==> config.mk <==
export PLATFORM = sky130hd
export DESIGN_NAME = fb_arbiter_flat
export DESIGN_NICKNAME = d
export VERILOG_FILES = /design/src/rtl/fb_arb_pkg.sv /design/src/rtl/fb_arb_if.sv /design/src/rtl/fb_rd_tag_pipe.sv /design/src/rtl/fb_arbiter.sv /design/src/flat_wrapper.sv
export SDC_FILE = /design/constraint.sdc
export NUM_CORES = 1
export LEC_CHECK = 0
export CAP_MARGIN = 40
export CORE_ASPECT_RATIO = 1.4
export CORE_MARGIN = 2
export CORE_UTILIZATION = 39
export DETAILED_ROUTE_END_ITERATION = 8
export PLACE_DENSITY = 0.75
export SLEW_MARGIN = 25
export SYNTH_ARGS = -nofsm -noshare
export SYNTH_HDL_FRONTEND = slang
export SYNTH_SLANG_ARGS = --single-unit
export TNS_END_PERCENT = 20
==> constraint.sdc <==
create_clock -name clock -period 3 [get_ports clock]
set_input_delay 0.6 -clock clock [delete_from_list [all_inputs] [get_ports clock]]
set_output_delay 0.6 -clock clock [all_outputs]
set_load 0.03 [all_outputs]
==> src/rtl/fb_arb_pkg.sv <==
// Framebuffer arbiter shared types and default constants.
// Owner tags label each memory read so its data is routed back to the right port.
package fb_arb_pkg;

  localparam int ADDR_W       = 17;
  localparam int DATA_W       = 8;
  localparam int MAX_ADDR     = 76799;
  localparam int RD_LAT       = 2;
  localparam int STARVE_LIMIT = 8;

  typedef enum logic [1:0] {
    S_IDLE,
    S_VGA,
    S_ALG,
    S_FORCE_ALG
  } arb_state_e;

  typedef enum logic [1:0] {
    OWN_NONE,
    OWN_VGA,
    OWN_ALG
  } owner_e;

endpackage

==> src/rtl/fb_arb_if.sv <==
// Framebuffer arbiter bus: VGA read port, algorithm port, memory port.
// slave is the arbiter's view, master is the surrounding system's view.
interface fb_arb_if #(
  parameter int ADDR_W = fb_arb_pkg::ADDR_W,
  parameter int DATA_W = fb_arb_pkg::DATA_W
) ();

  logic              vga_req;
  logic [ADDR_W-1:0] vga_addr;
  logic [DATA_W-1:0] vga_rdata;
  logic              vga_rvalid;

  logic              alg_req;
  logic              alg_we;
  logic [ADDR_W-1:0] alg_addr;
  logic [DATA_W-1:0] alg_wdata;
  logic              alg_ack;
  logic              alg_err;
  logic [DATA_W-1:0] alg_rdata;
  logic              alg_rvalid;

  logic [ADDR_W-1:0] mem_addr;
  logic [DATA_W-1:0] mem_wdata;
  logic              mem_wren;
  logic [DATA_W-1:0] mem_q;

  modport slave (
    input  vga_req, vga_addr,
    output vga_rdata, vga_rvalid,
    input  alg_req, alg_we, alg_addr, alg_wdata,
    output alg_ack, alg_err, alg_rdata, alg_rvalid,
    output mem_addr, mem_wdata, mem_wren,
    input  mem_q
  );

  modport master (
    output vga_req, vga_addr,
    input  vga_rdata, vga_rvalid,
    output alg_req, alg_we, alg_addr, alg_wdata,
    input  alg_ack, alg_err, alg_rdata, alg_rvalid,
    input  mem_addr, mem_wdata, mem_wren,
    output mem_q
  );

endinterface

==> src/rtl/fb_rd_tag_pipe.sv <==
// Owner-tag delay line matching the memory read latency.
// Carries who issued each read and whether it was out of range.
module fb_rd_tag_pipe #(
  parameter int RD_LAT = 2
) (
  input  logic               clock,
  input  logic               reset,
  input  fb_arb_pkg::owner_e tag_i,
  input  logic               oor_i,
  output fb_arb_pkg::owner_e tag_o,
  output logic               oor_o
);
  import fb_arb_pkg::*;

  owner_e            tag_q [RD_LAT];
  logic [RD_LAT-1:0] oor_q;

  // shift tags one stage per cycle; reset drops reads in flight
  always_ff @(posedge clock) begin
    if (!reset) begin
      for (int i = 0; i < RD_LAT; i++) begin
        tag_q[i] <= OWN_NONE;
      end
      oor_q <= '0;
    end else begin
      tag_q[0] <= tag_i;
      oor_q[0] <= oor_i;
      for (int i = 1; i < RD_LAT; i++) begin
        tag_q[i] <= tag_q[i-1];
        oor_q[i] <= oor_q[i-1];
      end
    end
  end

  assign tag_o = tag_q[RD_LAT-1];
  assign oor_o = oor_q[RD_LAT-1];

endmodule

==> src/rtl/fb_arbiter.sv <==
// Single-port framebuffer arbiter: VGA reads vs. algorithm reads/writes.
// VGA has priority; a starving algorithm request is forced through.
module fb_arbiter #(
  parameter int ADDR_W       = fb_arb_pkg::ADDR_W,
  parameter int DATA_W       = fb_arb_pkg::DATA_W,
  parameter int MAX_ADDR     = fb_arb_pkg::MAX_ADDR,
  parameter int RD_LAT       = fb_arb_pkg::RD_LAT,
  parameter int STARVE_LIMIT = fb_arb_pkg::STARVE_LIMIT
) (
  input logic   clock,
  input logic   reset,
  fb_arb_if.slave bus
);
  import fb_arb_pkg::*;

  localparam logic [ADDR_W-1:0] LAST = ADDR_W'(MAX_ADDR);
  localparam logic [3:0]        SLIM = 4'(STARVE_LIMIT);

  arb_state_e        state_q, state_d;
  logic [3:0]        starve_q, starve_d;
  logic              ack_q, ack_d;
  logic              err_q, err_d;
  logic              wren_q, wren_d;
  logic [ADDR_W-1:0] addr_q, addr_d;
  logic [DATA_W-1:0] wdata_q, wdata_d;
  logic              oor_q, oor_d;

  logic              alg_live;
  logic              alg_bad;
  logic              vga_bad;
  logic              force_alg;
  logic              alg_win;
  logic              alg_eacc;
  logic              vga_win;

  owner_e            iss_tag;
  owner_e            ret_tag;
  logic              ret_oor;
  logic [DATA_W-1:0] ret_data;
  logic [DATA_W-1:0] vga_hold_q;
  logic [DATA_W-1:0] alg_hold_q;
  logic              vga_rv;
  logic              alg_rv;

  // same-cycle arbitration and next-command selection
  always_comb begin
    alg_live  = bus.alg_req & ~ack_q;
    alg_bad   = bus.alg_addr > LAST;
    vga_bad   = bus.vga_addr > LAST;
    force_alg = starve_q == SLIM;
    alg_eacc  = alg_live & alg_bad;
    alg_win   = alg_live & ~alg_bad
              & (~bus.vga_req | force_alg);
    vga_win   = bus.vga_req & ~alg_win;

    state_d = S_IDLE;
    ack_d   = alg_win | alg_eacc;
    err_d   = alg_eacc;
    wren_d  = 1'b0;
    addr_d  = addr_q;
    wdata_d = wdata_q;
    oor_d   = 1'b0;

    unique case (1'b1)
      alg_win: begin
        state_d = (force_alg & bus.vga_req)
                ? S_FORCE_ALG : S_ALG;
        addr_d  = bus.alg_addr;
        if (bus.alg_we) begin
          wren_d  = 1'b1;
          wdata_d = bus.alg_wdata;
        end
      end
      vga_win: begin
        state_d = S_VGA;
        oor_d   = vga_bad;
        if (!vga_bad) begin
          addr_d = bus.vga_addr;
        end
      end
      default: ;
    endcase

    // an error ack does not use the memory, so fairness is untouched
    if (!alg_live || alg_win) begin
      starve_d = 4'd0;
    end else if (alg_eacc || starve_q == SLIM) begin
      starve_d = starve_q;
    end else begin
      starve_d = starve_q + 4'd1;
    end
  end

  // owner FSM and registered memory command
  always_ff @(posedge clock) begin
    if (!reset) begin
      state_q  <= S_IDLE;
      starve_q <= 4'd0;
      ack_q    <= 1'b0;
      err_q    <= 1'b0;
      wren_q   <= 1'b0;
      addr_q   <= '0;
      wdata_q  <= '0;
      oor_q    <= 1'b0;
    end else begin
      state_q  <= state_d;
      starve_q <= starve_d;
      ack_q    <= ack_d;
      err_q    <= err_d;
      wren_q   <= wren_d;
      addr_q   <= addr_d;
      wdata_q  <= wdata_d;
      oor_q    <= oor_d;
    end
  end

  // tag of the command currently on the memory port
  always_comb begin
    case (state_q)
      S_VGA:       iss_tag = OWN_VGA;
      S_ALG,
      S_FORCE_ALG: iss_tag = wren_q ? OWN_NONE : OWN_ALG;
      default:     iss_tag = OWN_NONE;
    endcase
  end

  fb_rd_tag_pipe #(
    .RD_LAT (RD_LAT)
  ) u_tag_pipe (
    .clock (clock),
    .reset (reset),
    .tag_i (iss_tag),
    .oor_i (oor_q),
    .tag_o (ret_tag),
    .oor_o (ret_oor)
  );

  assign vga_rv   = ret_tag == OWN_VGA;
  assign alg_rv   = ret_tag == OWN_ALG;
  assign ret_data = ret_oor ? '0 : bus.mem_q;

  // keep the last returned value on each port
  always_ff @(posedge clock) begin
    if (!reset) begin
      vga_hold_q <= '0;
      alg_hold_q <= '0;
    end else begin
      if (vga_rv) vga_hold_q <= ret_data;
      if (alg_rv) alg_hold_q <= ret_data;
    end
  end

  assign bus.vga_rvalid = vga_rv;
  assign bus.vga_rdata  = vga_rv ? ret_data : vga_hold_q;
  assign bus.alg_rvalid = alg_rv;
  assign bus.alg_rdata  = alg_rv ? ret_data : alg_hold_q;
  assign bus.alg_ack    = ack_q;
  assign bus.alg_err    = err_q;
  assign bus.mem_addr   = addr_q;
  assign bus.mem_wdata  = wdata_q;
  assign bus.mem_wren   = wren_q;

endmodule
==> src/flat_wrapper.sv <==
// flat-port wrapper written by rule: the top's interface ports become plain ports
module fb_arbiter_flat import fb_arb_pkg::*;
#(
  parameter int ADDR_W       = fb_arb_pkg::ADDR_W,
  parameter int DATA_W       = fb_arb_pkg::DATA_W,
  parameter int MAX_ADDR     = fb_arb_pkg::MAX_ADDR,
  parameter int RD_LAT       = fb_arb_pkg::RD_LAT,
  parameter int STARVE_LIMIT = fb_arb_pkg::STARVE_LIMIT
)
  (clock, reset, bus_vga_req, bus_vga_addr, bus_vga_rdata, bus_vga_rvalid, bus_alg_req, bus_alg_we, bus_alg_addr, bus_alg_wdata, bus_alg_ack, bus_alg_err, bus_alg_rdata, bus_alg_rvalid, bus_mem_addr, bus_mem_wdata, bus_mem_wren, bus_mem_q);
  fb_arb_if #(.ADDR_W(ADDR_W), .DATA_W(DATA_W)) bus_i ();
  input logic clock;
  input logic reset;
  input wire logic [$bits(bus_i.vga_req)-1:0] bus_vga_req;
  input wire logic [$bits(bus_i.vga_addr)-1:0] bus_vga_addr;
  output wire logic [$bits(bus_i.vga_rdata)-1:0] bus_vga_rdata;
  output wire logic [$bits(bus_i.vga_rvalid)-1:0] bus_vga_rvalid;
  input wire logic [$bits(bus_i.alg_req)-1:0] bus_alg_req;
  input wire logic [$bits(bus_i.alg_we)-1:0] bus_alg_we;
  input wire logic [$bits(bus_i.alg_addr)-1:0] bus_alg_addr;
  input wire logic [$bits(bus_i.alg_wdata)-1:0] bus_alg_wdata;
  output wire logic [$bits(bus_i.alg_ack)-1:0] bus_alg_ack;
  output wire logic [$bits(bus_i.alg_err)-1:0] bus_alg_err;
  output wire logic [$bits(bus_i.alg_rdata)-1:0] bus_alg_rdata;
  output wire logic [$bits(bus_i.alg_rvalid)-1:0] bus_alg_rvalid;
  output wire logic [$bits(bus_i.mem_addr)-1:0] bus_mem_addr;
  output wire logic [$bits(bus_i.mem_wdata)-1:0] bus_mem_wdata;
  output wire logic [$bits(bus_i.mem_wren)-1:0] bus_mem_wren;
  input wire logic [$bits(bus_i.mem_q)-1:0] bus_mem_q;
  assign bus_i.vga_req = bus_vga_req;
  assign bus_i.vga_addr = bus_vga_addr;
  assign bus_vga_rdata = bus_i.vga_rdata;
  assign bus_vga_rvalid = bus_i.vga_rvalid;
  assign bus_i.alg_req = bus_alg_req;
  assign bus_i.alg_we = bus_alg_we;
  assign bus_i.alg_addr = bus_alg_addr;
  assign bus_i.alg_wdata = bus_alg_wdata;
  assign bus_alg_ack = bus_i.alg_ack;
  assign bus_alg_err = bus_i.alg_err;
  assign bus_alg_rdata = bus_i.alg_rdata;
  assign bus_alg_rvalid = bus_i.alg_rvalid;
  assign bus_mem_addr = bus_i.mem_addr;
  assign bus_mem_wdata = bus_i.mem_wdata;
  assign bus_mem_wren = bus_i.mem_wren;
  assign bus_i.mem_q = bus_mem_q;
  fb_arbiter #(.ADDR_W(ADDR_W), .DATA_W(DATA_W), .MAX_ADDR(MAX_ADDR), .RD_LAT(RD_LAT), .STARVE_LIMIT(STARVE_LIMIT)) u_core (.clock(clock), .reset(reset), .bus(bus_i));
endmodule
# Word level (Yosys, flattened, before mapping)

Memories as Yosys holds them, arrays and structs flattened.
Index checks and enable logic that the tools add are counted.

Register bits: 53
RAM bits: 4
Memories: 1

Memories:

| name                    | depth | width | rd ports | clocked after memory_dff | write ports | RTL line             | text |
|---|---|---|---|---|---|---|---|
| u_core.u_tag_pipe.tag_q | 2     | 2     | 2        | 0                        | 2           | fb_rd_tag_pipe.sv:15 | `owner_e tag_q [RD_LAT];` |

Add/sub/neg operators: 1
$lt $le $gt $ge: 2
Equal/unequal tests: 7
Mux-type cells: 14
Bitwise logic cells: 15
Reductions and logical operators: 10

Operators with widths:

| cell                                          | number |
|---|---|
| > comparator 17 bit, second input constant    | 2 |
| one-hot mux 17 bit (2 select lines)           | 1 |
| two-way mux 8 bit                             | 3 |
| two-way mux 17 bit                            | 1 |
| one-hot mux 2 bit (2 select lines)            | 2 |
| AND reduction 2 bit                           | 4 |
| bitwise AND 1 bit                             | 6 |
| == test 2 bit, second input constant          | 3 |
| two-way mux 2 bit                             | 3 |
| NOT 1 bit                                     | 5 |
| adder 4 x 1 -> 4 bit, second input constant   | 1 |
| == test 2 x 1 -> 1 bit, second input constant | 2 |
| == test 4 bit, second input constant          | 1 |
| two-way mux 1 bit                             | 4 |
| bitwise OR 1 bit                              | 4 |
| OR reduction 2 bit                            | 2 |
| logical OR 1 bit                              | 2 |
| inequality test 2 bit, second input constant  | 1 |
| nonzero test 2 bit                            | 1 |
| logical NOT 1 bit                             | 1 |

# Longest topological paths before layout

Gate-level depths: netlist (run 1).

Depth in word-level cells: 8
Mapped depth: 7
Depth with buffers taken out: 6

# Hierarchy

Synthesis (run 1) repeated with hierarchy kept, for this count alone.

Cell total of the unflattened synthesis: 278
Area, all modules: 2,595.0 um^2

By module, submodules not included:

| module         | instances | cells an instance | area an instance (um^2) | seq. area each (um^2) |
|---|---|---|---|---|
| fb_arbiter     | 1         | 264               | 2,422.3                 | 1,021.0 |
| fb_rd_tag_pipe | 1         | 14                | 172.7                   | 120.1 |

# Worst setup path after synthesis (run 1)

Ideal clock, no wire load.

Path kind: register to output
From: mem u_core.u_tag_pipe.tag_q[0][3] in the netlist's numbering
To: out bus_vga_rdata[6]
Arrival time: 1,443 ps
Data required time: 2,400 ps
Slack: 957 ps
Cell stages (with the launch flop): 4
Buffers on the path: 1
Path through: dfxtp_1 -> nand2b_1 -> clkbuf_1 -> o21ai_0

RTL lines:

| element            | RTL line             | text |
|---|---|---|
| start: declaration | fb_rd_tag_pipe.sv:15 |  |
| end: declaration   | flat_wrapper.sv:16   | `output wire logic [$bits(bus_i.vga_rdata)-1:0] bus_vga_rdata;` |

# Worst setup path after layout (run 1)

From: in bus_mem_q[1]
To: out bus_vga_rdata[1]

Longest elaborated chain between the ends: 2

Ends and longest elaborated chain:

| element            | RTL line           | text |
|---|---|---|
| start: declaration | flat_wrapper.sv:29 | `input wire logic [$bits(bus_i.mem_q)-1:0] bus_mem_q;` |
| two-way mux 8 bit  | fb_arbiter.sv:140  | `assign ret_data = ret_oor ? '0 : bus.mem_q;` |
| two-way mux 8 bit  | fb_arbiter.sv:154  | `assign bus.vga_rdata = vga_rv ? ret_data : vga_hold_q;` |

Every way passes these cells.

==> impl_metrics.tcl, run 1 <==
set metrics [dict create \
    synth_area_leader_cell "dfxtp_1" \
    slowest_delay_ns 0.73 \
    setup_slack_ns 0.295 \
    rsz0062_at_grt "no" \
    grt_remaining_overflow 0 \
    grt_pass1_vias 2367 \
    clock_latency_ns 0.32 \
    pre_cts_slack_ns 0.285 \
    cts_resized 0 \
    grt_usage_pct 19.0 \
    hold_viol 0 \
    setup.worst_path.class "in2out" \
    cts_setup_buffers 0 \
    fin_crit_ns 2.71 \
    p_per_area_nw_per_um2 483 \
    synth.most_common_cell "dfxtp_1" \
    antenna_cells 0 \
    yosysTopAreaCellShare_pct 44.7 \
    netlist_area_um2 2550 \
    placed_cells 430 \
    vias 2341 \
    cp.arrival_ns 2.11 \
    io_buffer_count 100 \
    ant_nets 0 \
    clk_pin_slew_ns 0.06 \
    grt_pass1_wl_mm 10.7 \
    worst_pin_slew_ns 0.611 \
    first_iter_violations 106 \
    die_x_um 72.4 \
    slew_headroom_pct 59.1 \
    async_flop_share_pct 0 \
    synth_edf_count 0 \
    finalSetupViolations 0 \
    clk_path_buf_depth 2 \
    htreeDepth 3 \
    numCtsBuffers 9 \
    yosys-top-cells-count "dfxtp_1 (57), nand2_1 (34), and2_1 (23), o21ai_0 (21)" \
    first_pass_iters 4 \
    max_freq_ghz 0.370 \
    wire_per_inst_um 14.5 \
    routed_wl_mm 6.44 \
    hp-start "u_core.state_q[1]$_SDFF_PN0_" \
    crit_fanout 2 \
    globalplace.congestion 0.814 \
    fp-row-count 34 \
    holdPathEnd "u_core.u_tag_pipe.tag_q[0][0]$_SDFF_PN0_" \
    cp-start-kind "input pin" \
    pin_count 101 \
    rrSetupSlack_ns 1.09 \
    max_cap_viol_count 0 \
    synth.distinct_cells 40 \
    finalPower_w 0.00182 \
    fin_skew_ns 0.00675 \
    core-area_um2 6300 \
    syn_inst 271 \
    synth_top_flop_cell "dfxtp_1" \
    leakage_nw 1.54 \
    cts_tree "done" \
    yosys_warnings 0 \
    slowest_stage "clkdlybuf4s50_1" \
    hold_buffers 0 \
    cts.sinks 57 \
    cp.required_ns 2.40 \
    slew_violations 0 \
    synth-seq-cells 57 \
    hold_depth 1 \
    reg2reg_from "u_core.starve_q[0]$_SDFFE_PP0N_" \
    post-route-util_pct 60.0 \
    syn_to_final_growth_pct 47.8 \
    layout.filler_cells 583 \
    timing.final.crit_share_pct 90.2 \
    die_y_um 99.8 \
    nNetsFinal 426 \
    ff2ff_path_depth 6 \
    dieArea_um2 7220 \
    syn_nets 328 \
    finalNonFillerCells 445 \
    cp_common_cell "clkdlybuf4s50_1" \
    route.detailed.drc 0 \
    drive_above_1_share_pct 9.65 \
    yosys-top-cells-area "dfxtp_1 (45%), and2_1 (5.6%), a2bb2oi_1 (5.5%), nand2_1 (5.0%), o221a_2 (4.4%)" \
    ys_seq_area_share_pct 44.7 \
    hold_path.class "reg2reg" \
    grt_max_degree 44 \
    outcome "completed" \
    timing.rr.end "u_core.bus.mem_addr[3]$_SDFFE_PN0P_" \
    hpwlAfterDp_mm 4.75 \
    end_kind "output pin" \
    viasPerCell 5.26 \
    max-vdd-ir-drop_uv 270 \
    grt_antenna_before_repair 0 \
    initial_core_util_pct 40.6 \
    cts-root-buf "clkbuf_8" \
    setup-tns-final_ns 0 \
    synth_area_per_cell_um2 9.43 \
    crit_chain "clkdlybuf4s50_1 -> nand2b_1 -> o21ai_0 -> clkdlybuf4s50_1" \
]
==> cells in the final DEF, fill, tap and decap left out, types with 2 or more instances in the layout <==
| cell | instances |
|---|---|
| o221a_2 | 10 |
| a21oi_1 | 7 |
| clkdlybuf4s50_1 | 100 |
| nand3_1 | 3 |
| clkbuf_8 | 9 |
| o21ai_0 | 21 |
| ha_1 | 2 |
| mux2i_1 | 8 |
| nor3b_1 | 2 |
| buf_4 | 5 |
| and3_1 | 16 |
| nand2_1 | 34 |
| clkinv_2 | 3 |
| and2_1 | 23 |
| o21ai_1 | 2 |
| a311oi_1 | 2 |
| clkbuf_1 | 2 |
| o221a_1 | 6 |
| o211a_1 | 2 |
| o211ai_1 | 2 |
| nor2_1 | 3 |
| a2bb2oi_1 | 16 |
| inv_1 | 7 |
| dfxtp_1 | 57 |
| nand2b_1 | 11 |
| nor2b_1 | 2 |
| o211ai_2 | 2 |
| nor3_1 | 2 |
==> state kept, by name, indices dropped and copies added (netlist names) <==
name and flops:
u_core.bus.mem_addr 17, u_core.alg_hold_q 8, u_core.bus.mem_wdata 8, u_core.vga_hold_q 8, u_core.starve_q 4, u_core.u_tag_pipe.tag_q 4
u_core.state_q 2, u_core.u_tag_pipe.oor_q 2, u_core.bus.alg_ack 1, u_core.bus.alg_err 1, u_core.bus.mem_wren 1, u_core.oor_q 1
==> stage by stage <==
step	hold WS (ns)	instance area, um2
3_3_place_gp	0.404	3600
5_1_grt	0.445	3780
4_1_cts	0.422	3780
3_5_place_dp	0.413	3600
6_report	0.418	3780
2_1_floorplan	0.389	2550
==> layer usage <==
metal,vias up,share of wire (%),global-route usage [%]
met5,-,0,0
met4,0,1.5,8.69
met3,11,4.8,5.12
met2,74,51,33.3
met1,1082,43,21.0
li1,1174,-,-
==> layout make-up <==
| class | instances | area [um2] | share of cell area [%] |
|---|---|---|---|
| Multi-Input combinational cell | 189 | 1310 | 34.5 |
| Sequential cell | 57 | 1140 | 30.2 |
| Timing Repair Buffer | 105 | 1040 | 27.5 |
| Clock buffer | 11 | 131 | 3.48 |
| Tap cell | 72 | 90.1 | 2.38 |
| Clock inverter | 4 | 45.0 | 1.19 |
| Inverter | 7 | 26.3 | 0.696 |
==> power breakdown <==
| group | leakage, nW | total, W | switching, W | internal, W |
|---|---|---|---|---|
| Clock | 0.0929 | 0.000649 | 0.000274 | 0.000375 |
| Sequential | 0.465 | 0.000810 | 0.0000175 | 0.000792 |
| Combinational | 0.987 | 0.000365 | 0.000180 | 0.000185 |
| Total | 1.54 | 0.00182 | 0.000472 | 0.00135 |
==> logic make-up after synthesis <==
group	count (synthesis)	share of synthesized area, %
AO/OA/AOI/OAI	79	25.2
multiplexers	8	3.13
buffers and inverters	25	4.26
AND/OR/NAND/NOR	100	21.8
adder cells (fa/ha/maj)	2	0.979
flip-flops	57	44.7
==> how the worst max path moves through the flow <==
stage                                              from  slack, ns  cells past startpoint          endpoint
2_1_floorplan  u_core.u_tag_pipe.tag_q[0][3]$_SDFF_PN0_       0.96                      3  bus_vga_rdata[6]
3_3_place_gp                               bus_mem_q[4]       0.32                      4  bus_alg_rdata[4]
3_5_place_dp                               bus_mem_q[4]       0.28                      4  bus_alg_rdata[4]
4_1_cts        u_core.u_tag_pipe.tag_q[0][2]$_SDFF_PN0_       0.28                      3  bus_alg_rdata[4]
5_1_grt        u_core.u_tag_pipe.tag_q[0][2]$_SDFF_PN0_       0.09                      3  bus_alg_rdata[4]
6_report                                   bus_mem_q[1]       0.29                      4  bus_vga_rdata[1]
==> worst max-delay path: cells and delay by family <==
family,cells,cell delay [ns]
AO/OA/AOI/OAI,1,0.24
buffers and inverters,2,1.20
AND/OR/NAND/NOR,1,0.07
Power figures use the tool's default switching activity.
==> run 2: changes to the inputs <==
CORE_UTILIZATION = 47   (was 39)
PLACE_DENSITY = 0.87   (was 0.75)
SYNTH_HIERARCHICAL = 1   (was not set)
==> impl_metrics.tcl, run 2 <==
set metrics [dict create \
    first_pass_iters 4 \
    switching_power_w 0.000506 \
    initial_core_util_pct 48.0 \
    hold_ws_ns 0.432 \
    worst_pin_slew_ns 0.620 \
    rsz0062_at_grt "no" \
    cts_setup_buffers 0 \
    yosys-top-cells-area "dfxtp_1 (44%), and2_1 (6.0%), a2bb2oi_1 (5.4%), nand2_1 (4.9%), o21ai_0 (4.2%)" \
    max_cap_viol_count 0 \
    final_common_cell "clkdlybuf4s50_1" \
    grt_antenna_before_repair 0 \
    cts_resized 0 \
    htreeDepth 3 \
    hold_buffers 0 \
    finalSetupViolations 0 \
    p_int_w 0.00140 \
    crit_fanout 17 \
    grt_max_degree 40 \
    ant_nets 0 \
    ys_seq_area_share_pct 44.0 \
    grt_remaining_overflow 0 \
    syn_inst 278 \
    drive_above_1_share_pct 9.76 \
    grt_pass1_wl_mm 10.2 \
    synth_top_flop_cell "dfxtp_1" \
    synth_area_per_cell_um2 9.33 \
    hold_viol 0 \
    leakage_nw 1.52 \
    async_flop_share_pct 0 \
    synth.most_common_cell "dfxtp_1" \
    cp.arrival_ns 2.13 \
    slew_headroom_pct 58.5 \
    max_freq_ghz 0.367 \
    synth-seq-cells 57 \
    viasPerCell 5.53 \
    grt_pass1_vias 2232 \
    cts.sinks 57 \
    synth_edf_count 0 \
    wire_per_inst_um 15.2 \
    hpwlAfterDp_mm 4.84 \
    setup-tns-final_ns 0 \
    numCtsBuffers 9 \
    die_y_um 91.9 \
    io_buffer_count 100 \
    post-route-util_pct 70.8 \
    vias 2474 \
    dieArea_um2 6140 \
    final_cell_mix "clkdlybuf4s50_1 (100), dfxtp_1 (57), nand2_1 (34)" \
    cp.required_ns 2.40 \
    routed_wl_mm 6.79 \
    max-vdd-ir-drop_uv 311 \
    power_switching_share_pct 26.5 \
    slowest_stage "clkdlybuf4s50_1" \
    finalPower_w 0.00191 \
    yosys-top-cells-count "dfxtp_1 (57), nand2_1 (34), and2_1 (25), o21ai_0 (22), and3_1 (17)" \
    clock_latency_ns 0.32 \
    die_x_um 66.8 \
    synth.distinct_cells 38 \
    cts-root-buf "clkbuf_8" \
    fin_skew_ns 0.00491 \
    netlist_area_um2 2590 \
    fp-row-count 32 \
    largest_register_ff_count 17 \
    fin_area_um2 3820 \
    pwr-share-comb_pct 19.4 \
    grt_usage_pct 21.7 \
    core-area_um2 5410 \
    seqPwrFrac_pct 42.4 \
    slowest_delay_ns 0.73 \
    cp-start-kind "flip-flop" \
    nNetsFinal 431 \
    end_kind "output pin" \
    fin_crit_ns 2.73 \
    pin_count 101 \
    route.detailed.drc 0 \
    clk_path_buf_depth 2 \
    dpl_cell_area_um2 3610 \
    syn_nets 335 \
    first_iter_violations 167 \
    p_clk_share_pct 38.1 \
    setup.worst_path.class "reg2out" \
    synth_area_leader_cell "dfxtp_1" \
    antenna_cells 0 \
    hold_path.class "reg2reg" \
    yosysTopAreaCellShare_pct 44.0 \
    clk_pin_slew_ns 0.06 \
    p_per_area_nw_per_um2 499 \
    yosys_warnings 6 \
    slew_violations 0 \
    globalplace.congestion 0.861 \
    timing.final.crit_share_pct 90.8 \
    outcome "completed" \
    crit_chain "nand2b_1 -> o21ai_0 -> clkdlybuf4s50_1" \
    cts_tree "done" \
    syn_to_final_growth_pct 47.4 \
]
run 2: logic make-up (layout without fill, tap and decap cells):
logic type / Yosys count / after routing / synth area share [%]
compound gates: 78 / 78 / 24.9
fa+ha+maj: 2 / 2 / 0.964
buf+inv: 28 / 129 / 4.97
flops: 57 / 57 / 44.0
mux: 8 / 8 / 3.09
simple gates: 105 / 105 / 22.1
run 2: per-layer routing:
| layer | track usage, % | routed length, um |
|---|---|---|
| met1 | 24.3 | 2660 |
| met2 | 36.1 | 3460 |
| met4 | 11.4 | 141 |
| met3 | 6.63 | 520 |
| met5 | 0 | 0 |
run 2: final timing paths:
check | from | endpoint | slack (ns) | cells after the start
setup / recovery | u_core/u_tag_pipe/tag_q[0][2]$_SDFF_PN0_ | bus_alg_rdata[6] | 0.27 | 3
hold reg to reg | u_core/u_tag_pipe/oor_q[0]$_SDFF_PN0_ | u_core/u_tag_pipe/oor_q[1]$_SDFF_PN0_ | 0.43 | 1
setup reg to reg | u_core/starve_q[0]$_SDFFE_PP0N_ | u_core/bus.mem_addr[12]$_SDFFE_PN0P_ | 1.10 | 6
hold / removal | u_core/u_tag_pipe/oor_q[0]$_SDFF_PN0_ | u_core/u_tag_pipe/oor_q[1]$_SDFF_PN0_ | 0.43 | 1
run 2: power by group through the flow:
stage	Combinational, W	Clock [W]	Sequential, W
global placement	0.000362	0	0.000826
CTS	0.000369	0.000744	0.000810
global route	0.000392	0.000778	0.000814
floorplan	0.000149	0	0.000877
detailed placement	0.000368	0	0.000826
finish	0.000371	0.000728	0.000810
run 2: critical path, delay by kind of cell (launching register included):
family,cells,cell delay (ns)
AOI/OAI and AO/OA,1,0.37
buffers and inverters,1,0.73
DFF,1,0.31
and+or+nand+nor,1,0.39
run 2: cell type report:
class / count / area [um2]
multi-input combinational: 193 / 1330
clock buffer: 11 / 151
fill: 416 / 1580
inverter: 8 / 30.0
timing repair buffer: 105 / 1040
tap: 68 / 85.1
clock inverter: 5 / 53.8
sequential: 57 / 1140
run 2: metrics by stage:
| step | setup slack (ns) | std cells |
|---|---|---|
| 2_1_floorplan | 0.849 | 278 |
| 3_3_place_gp | 0.310 | 430 |
| 3_5_place_dp | 0.304 | 430 |
| 4_1_cts | 0.252 | 446 |
| 5_1_grt | 0.154 | 447 |
| 6_report | 0.275 | 447 |
==> run 3: changes to the inputs <==
CORE_MARGIN = not set   (was 2)
==> impl_metrics.tcl, run 3 (synthesis gave the netlist of run 2 again) <==
set metrics [dict create \
    outcome "completed" \
    cts.sinks 57 \
    max_freq_ghz 0.367 \
    p_per_area_nw_per_um2 468 \
    clk_path_buf_depth 2 \
    slew_violations 0 \
    reg2reg_from "u_core/starve_q[0]$_SDFFE_PP0N_" \
    finalPower_w 0.00177 \
    vias 2407 \
    wire_per_inst_um 14.8 \
    finalSetupViolations 0 \
    nNetsFinal 431 \
    first_pass_iters 4 \
    dieArea_um2 5830 \
    grt_usage_pct 23.4 \
    viasPerCell 5.41 \
    syn_to_final_growth_pct 45.5 \
    hpwlAfterDp_mm 4.71 \
    first_iter_violations 115 \
    cts_tree "done" \
    hold_path.class "reg2reg" \
    rrSetupSlack_ns 1.13 \
    pin_count 101 \
    grt_max_degree 31 \
    final_cell_mix "clkdlybuf4s50_1 (99), dfxtp_1 (57), nand2_1 (34)" \
    leakage_nw 1.49 \
    hold_depth 1 \
    hold_viol 0 \
    timing.final.crit_share_pct 90.7 \
    worst_pin_slew_ns 0.565 \
    grt_pass1_vias 2370 \
    htreeDepth 3 \
    grt_remaining_overflow 0 \
    grt_pass1_wl_mm 10.6 \
    cp-start-kind "flip-flop" \
    die_x_um 64.8 \
    io_buffer_count 100 \
    drive_above_1_share_pct 9.76 \
    clk_pin_slew_ns 0.06 \
    rsz0062_at_grt "no" \
    crit_fanout 17 \
    setup.worst_path.class "reg2out" \
    layout.filler_cells 412 \
    multi_input_area_um2 1330 \
    cp.arrival_ns 2.12 \
    slew_headroom_pct 62.3 \
    fp-row-count 31 \
    core-area_um2 5240 \
    startpoint "u_core/u_tag_pipe/tag_q[0][3]$_SDFF_PN0_" \
    final_common_cell "clkdlybuf4s50_1" \
    largest_register_ff_count 17 \
    hp-start "u_core/u_tag_pipe/oor_q[0]$_SDFF_PN0_" \
    ff2ff_path_depth 6 \
    clock_latency_ns 0.33 \
    route.detailed.drc 0 \
    fin_crit_ns 2.72 \
    hold_buffers 0 \
    cts_setup_buffers 0 \
    regArea_um2 1140 \
    initial_core_util_pct 49.6 \
    setup-tns-final_ns 0 \
    ant_nets 0 \
    max-vdd-ir-drop_uv 330 \
    cp.required_ns 2.40 \
    antenna_cells 0 \
    grt_antenna_before_repair 0 \
    globalplace.congestion 0.827 \
    numCtsBuffers 9 \
    cts-root-buf "clkbuf_8" \
    end_kind "output pin" \
    routed_wl_mm 6.59 \
    max_cap_viol_count 0 \
    die_y_um 89.9 \
    cts_resized 0 \
    fin_skew_ns 0.00275 \
]
==> run 3: metrics by stage <==
step | hold WS [ns] | area [um2] | utilization (%) | setup slack (ns) | cells
final | 0.432 | 3770 | 72.1 | 0.278 | 445
after global routing | 0.453 | 3770 | 72.1 | 0.146 | 445
after CTS | 0.433 | 3770 | 72.1 | 0.258 | 445
after detailed placement | 0.420 | 3610 | 69.0 | 0.288 | 429
after global placement | 0.415 | 3610 | 69.0 | 0.315 | 429
after floorplan | 0.406 | 2590 | - | 0.849 | 278
==> run 3: cell type report <==
cell class / instances / share of cell area (%)
multi-input cells: 193 / 35.1
inverters: 8 / 0.795
flip-flops and latches: 57 / 30.2
well taps: 66 / 2.19
repair buffers: 105 / 27.4
clock buffers: 10 / 3.38
clock inverters: 6 / 0.928
==> run 3: per-layer routing <==
metal  global-route usage, %  part of all wire [%]
met1                    24.8                    40
met2                    41.5                    52
met3                    6.22                   6.2
met4                    11.3                   2.0
met5                       0                     0
==> run 3: final timing paths <==
kind / endpoint
setup / recovery: bus_vga_rdata[3]
hold / removal: u_core/u_tag_pipe/oor_q[1]$_SDFF_PN0_
setup reg to reg: u_core/bus.mem_addr[4]$_SDFFE_PN0P_
hold reg to reg: u_core/u_tag_pipe/oor_q[1]$_SDFF_PN0_
==> run 3: where the power goes <==
part / switching, W / leakage (nW) / internal (W) / total (W)
Combinational: 0.000183 / 0.947 / 0.000185 / 0.000369
Clock: 0.000295 / 0.0818 / 0.000293 / 0.000587
Sequential: 0.0000177 / 0.465 / 0.000792 / 0.000810
==> run 3: worst max-delay path: stages (launching register included) <==
cell and delay [ns]:
dfxtp_1 0.30, nand2b_1 0.39, o21ai_0 0.37, clkdlybuf4s50_1 0.73
